## config.mk

```make
export PLATFORM = sky130hd
export DESIGN_NAME = job_seq_ctrl
export DESIGN_NICKNAME = d
export VERILOG_FILES = /design/src/rtl/job_seq_ctrl_pkg.sv /design/src/rtl/job_seq_ctrl_watchdog.sv /design/src/rtl/job_seq_ctrl.sv
export SDC_FILE = /design/constraint.sdc
export NUM_CORES = 1
export LEC_CHECK = 0
export BUFFER_PORTS_ARGS = -buffer_cell sky130_fd_sc_hd__buf_2
export CORE_MARGIN = 4
export CORE_UTILIZATION = 30
export DETAILED_ROUTE_END_ITERATION = 16
export HOLD_SLACK_MARGIN = 0.03
export MAX_ROUTING_LAYER = met4
export SKIP_LAST_GASP = 1
export SLEW_MARGIN = 20
export SYNTH_ARGS = -nofsm -noshare
export SYNTH_HDL_FRONTEND = slang
export SYNTH_SLANG_ARGS = --single-unit
```

## constraint.sdc

```tcl
create_clock -name clk -period 3.93 [get_ports clk]
set_input_delay 0.5895 -clock clk [delete_from_list [all_inputs] [get_ports clk]]
set_output_delay 0.5895 -clock clk [all_outputs]
set_load 0.02 [all_outputs]
```

## src/rtl/job_seq_ctrl_pkg.sv

```systemverilog
// job_seq_ctrl_pkg: shared defaults and FSM state encoding for the job sequencer
package job_seq_ctrl_pkg;
    localparam int DW_DEF      = 8;
    localparam int IW_DEF      = 4;
    localparam int CW_DEF      = 8;
    localparam int TIMEOUT_DEF = 32;
    localparam logic [1:0] S_IDLE  = 2'd0;
    localparam logic [1:0] S_RUN   = 2'd1;
    localparam logic [1:0] S_DRAIN = 2'd2;
    localparam logic [1:0] S_DONE  = 2'd3;
endpackage

```

## src/rtl/job_seq_ctrl_watchdog.sv

```systemverilog
// job_watchdog: saturating idle-cycle counter, expire fires on the LIMIT-th consecutive idle cycle
module job_watchdog
    import job_seq_ctrl_pkg::*;
#(
    parameter int LIMIT = TIMEOUT_DEF
) (
    input  logic clk,
    input  logic rst,
    input  logic clr,
    input  logic inc,
    output logic expire
);
    localparam int WW = $clog2(LIMIT + 1);
    logic [WW-1:0] cnt_q;
    assign expire = inc && (cnt_q == WW'(LIMIT - 1));
    // count consecutive idle cycles, cleared by any activity, held at LIMIT
    always_ff @(posedge clk) begin
        if (rst || clr) cnt_q <= '0;
        else if (inc && cnt_q != WW'(LIMIT)) cnt_q <= cnt_q + WW'(1);
    end
endmodule

```

## src/rtl/job_seq_ctrl.sv

```systemverilog
// job_seq_ctrl: accepts a job, issues operand beats to the ALU, retires results, pulses finish
module job_seq_ctrl
    import job_seq_ctrl_pkg::*;
#(
    parameter int DW          = DW_DEF,
    parameter int IW          = IW_DEF,
    parameter int CW          = CW_DEF,
    parameter int TIMEOUT_CYC = TIMEOUT_DEF
) (
    input  logic          clk,
    input  logic          rst,
    input  logic          start,
    input  logic [CW-1:0] count,
    input  logic          valid,
    input  logic [IW-1:0] instruction,
    input  logic [DW-1:0] data_A,
    input  logic [DW-1:0] data_B,
    output logic          op_valid,
    output logic [IW-1:0] op_code,
    output logic [DW-1:0] op_a,
    output logic [DW-1:0] op_b,
    input  logic          res_valid,
    output logic          trk_clr,
    output logic          trk_en,
    output logic          busy,
    output logic          finish,
    output logic          err
);
    logic [1:0]    state_q, state_d;
    logic [CW-1:0] job_q, issued_q, issued_d, retired_q, retired_d;
    logic          err_q, op_valid_q;
    logic [IW-1:0] op_code_q;
    logic [DW-1:0] op_a_q, op_b_q;
    logic          active, accept, issue, can_ret, retire, expire;

    assign active    = (state_q == S_RUN) || (state_q == S_DRAIN);
    assign accept    = (state_q == S_IDLE) && start;
    assign issue     = (state_q == S_RUN) && valid && (issued_q < job_q);
    assign can_ret   = active && (retired_q != job_q);
    assign retire    = res_valid && can_ret;
    assign issued_d  = accept ? '0 : issued_q + CW'(issue);
    assign retired_d = accept ? '0 : retired_q + CW'(retire);

    assign op_valid = op_valid_q;
    assign op_code  = op_code_q;
    assign op_a     = op_a_q;
    assign op_b     = op_b_q;
    assign trk_clr  = accept;
    assign trk_en   = retire;
    assign busy     = state_q != S_IDLE;
    assign finish   = state_q == S_DONE;
    assign err      = err_q;

    job_watchdog #(.LIMIT(TIMEOUT_CYC)) u_wdog (
        .clk    (clk),
        .rst    (rst),
        .clr    (!active || valid || res_valid),
        .inc    (active && !valid && !res_valid),
        .expire (expire)
    );

    // job FSM: abort on watchdog, otherwise advance on issue/retire completion
    always_comb begin
        state_d = state_q;
        if (state_q == S_IDLE) state_d = !start ? S_IDLE : (count != '0 ? S_RUN : S_DONE);
        else if (state_q == S_DONE) state_d = S_IDLE;
        else if (expire) state_d = S_DONE;
        else if (state_q == S_DRAIN) state_d = (retired_d == job_q) ? S_DONE : S_DRAIN;
        else state_d = (issued_d == job_q) ? S_DRAIN : S_RUN;
    end

    // state, counters, sticky error and the registered op bank
    always_ff @(posedge clk) begin
        if (rst) begin
            state_q    <= S_IDLE;
            job_q      <= '0;
            issued_q   <= '0;
            retired_q  <= '0;
            err_q      <= 1'b0;
            op_valid_q <= 1'b0;
            op_code_q  <= '0;
            op_a_q     <= '0;
            op_b_q     <= '0;
        end else begin
            state_q    <= state_d;
            issued_q   <= issued_d;
            retired_q  <= retired_d;
            err_q      <= (accept ? 1'b0 : err_q) | (res_valid && !can_ret) | expire;
            op_valid_q <= issue;
            if (accept) job_q <= count;
            if (issue) begin
                op_code_q <= instruction;
                op_a_q    <= data_A;
                op_b_q    <= data_B;
            end
        end
    end
endmodule

```

==> flow_metrics.tcl <==
set metrics [dict create \
    synth_common_cells "dfxtp_1, a21oi_1, nand3_1, nor2_1" \
    setup_viol 0 \
    netlist_instances 353 \
    period_needed_ps 3480 \
    avgViaCountPerCell 4.81 \
    synthFlopType "dfxtp_1" \
    start_kind "flop" \
    instances_no_fill 530 \
    path_clk_slew_ps 100 \
    post-route-period-util 0.885 \
    die_x_um 105 \
    initial_core_util 0.307 \
    finalPower_w 0.00127 \
    hold_class "flop to flop" \
    yosys.area.top_type "dfxtp_1" \
    cts-root-buf "clkbuf_8" \
    maxCapViolCount 0 \
    synth_area_leaders "dfxtp_1, ha_1, xnor2_1" \
    cts_sinks 54 \
    route.detailed.drc 0 \
    p_leak_nw 1.31 \
    timing.rr.start "job_q[1]" \
    grt_max_degree 36 \
    grt_pass1_wl_mm 11.6 \
    core_region_area_sq_um 9240 \
    crit_path_end_kind "flop" \
    yosysWarningCount 0 \
    critPathLaunch "job_q[1]" \
    routabilityCongestion 0.840 \
    ys_seq_area_frac 0.381 \
    syn_avg_cell_area_sq_um 8.04 \
    io_pins 59 \
    slew_viol_final 0 \
    setup-tns-final_ps 0 \
    yosys.cell_count.top_type "dfxtp_1" \
    placed_area_sq_um 3240 \
    cts_tree "built" \
    vias 2550 \
    async_flop_share 0 \
    drt_pass1_iterations 4 \
    synth_top_area_share 0.381 \
    routed_wl_mm 7.11 \
    fp.dieArea_sq_um 11100 \
    clockBufferDepth 2 \
    ff2ff_path_depth 16 \
    worstPathRequired_ps 4100 \
    io_buffer_count 58 \
    clock_latency_ps 310 \
    h-tree-depth 2 \
    grt-ovfl-total 0 \
    hold_violations 0 \
    drtAntennaViolNets 0 \
    die_h_um 105 \
    relSlewSlack 0.549 \
    fmax_mhz 287 \
    tightestPinTransition_ps 668 \
    synth-seq-cells 54 \
    dpl.hpwl_mm 5.34 \
    hold_buffers 0 \
    first_global_vias 2345 \
    antenna_found_initial 0 \
    synth_edf_count 0 \
    final_core_util 0.360 \
    area_growth_pct 17.3 \
    nets 451 \
    numCtsBuffers 5 \
    power_density_nw_per_um2 381 \
    drive_above_1_share 0.195 \
    cp_max_fo 7 \
    hp-start "op_a[4]" \
    grt_util_all_layers 0.130 \
    stdcell_area_sq_um 3330 \
    drt_iter0_drc 161 \
    wl_per_cell_um 13.4 \
    worst_ir_drop_vdd_uv 256 \
    numPlacedInstances 523 \
    netlist_area_sq_um 2840 \
    diodes 0 \
    synth_fp_nets 403 \
    cts_setup_buffers 0 \
    ys_types 43 \
    arrival_ps 3650 \
    row_count 35 \
    grt_setup_unrepaired "false" \
    status "finished clean" \
    cts_resized 0 \
    hold_depth 2 \
    worstSetupPathType "flop to flop" \
    finalClockSkew_ps 4.72 \
]
==> worst max-delay path: stages (launching register included) <==
cell and delay (ps):
dfxtp_1 470, inv_1 90, ha_1 300, a21o_1 160, a21o_1 170, a211oi_1 300
o21ai_1 140, nand2_1 90, ha_1 190, ha_1 220, nand2_1 80, nor2_2 90
xnor2_1 120, or4b_1 480, o221ai_1 180, a41o_1 200, a211oi_1 70
==> metrics by stage <==
stage                     setup WS, ps  hold WS, ps
after floorplan                    350          483
after global routing               102          485
after CTS                          425          470
final                              450          467
after global placement             539          450
after detailed placement           476          455
==> power by group <==
part / switching (W) / internal (W)
Clock: 0.000192 / 0.000124
Combinational: 0.000208 / 0.000132
Sequential: 0.0000294 / 0.000584
==> cells in the final DEF, fill, tap and decap left out, types with 2 or more instances in the layout <==
cell      synthesis  final
buf_2             4     58
dfxtp_1          54     54
a21oi_1          32     32
nor2_1           30     30
nand3_1          30     30
nand2_1          29     29
o21ai_0          29     28
xnor2_1          24     24
ha_1             17     17
inv_1            16     16
and2_1            7      7
buf_4             0      7
a211oi_1          5      5
nor3_1            5      5
xor2_1            5      5
and3_1            5      5
clkbuf_8          0      5
nand4_1           4      4
a31oi_1           4      4
a21o_1            3      3
nand2b_1          2      2
nand3b_1          2      2
or2_2             2      2
o21a_1            2      2
nor4bb_1          2      2
nor4b_1           2      2
o211ai_1          2      2
nor4_1            2      2
==> layout make-up <==
cell class,count,area [sq um]
Fill cell,1002,5910
Multi-Input combinational cell,259,1600
Sequential cell,54,1080
Timing Repair Buffer,65,343
Tap cell,129,161
Clock buffer,5,68.8
Inverter,16,60.1
Clock inverter,2,13.8
==> layer usage <==
layer  wire [um]  GRT usage
met1        3350      0.172
met2        3480      0.210
met3         203     0.0202
met4          71     0.0291
met5           0          -
==> registers in the layout, summed over array words and instances (netlist names) <==
register and count:
err 1, issued_q 8, job_q 8, op_a 8, op_b 8, op_code 4
op_valid 1, retired_q 8, state_q 2, u_wdog.cnt_q 6
==> path summary, 6_finish.rpt <==
| path | to | slack (ps) |
|---|---|---|
| min | op_a[4] | 470 |
| max reg2reg | state_q[0] | 450 |
| min reg2reg | op_a[4] | 470 |
| max | state_q[0] | 450 |
==> kinds of logic after synthesis <==
kind of cell | count (synthesis) | synth area share
fa+ha+maj | 17 | 0.0750
flops | 54 | 0.381
buf+inv | 40 | 0.0551
mux | 1 | 0.00397
simple gates | 127 | 0.222
xor+xnor | 29 | 0.0895
compound gates | 85 | 0.173
Power figures use the tool's default switching activity.
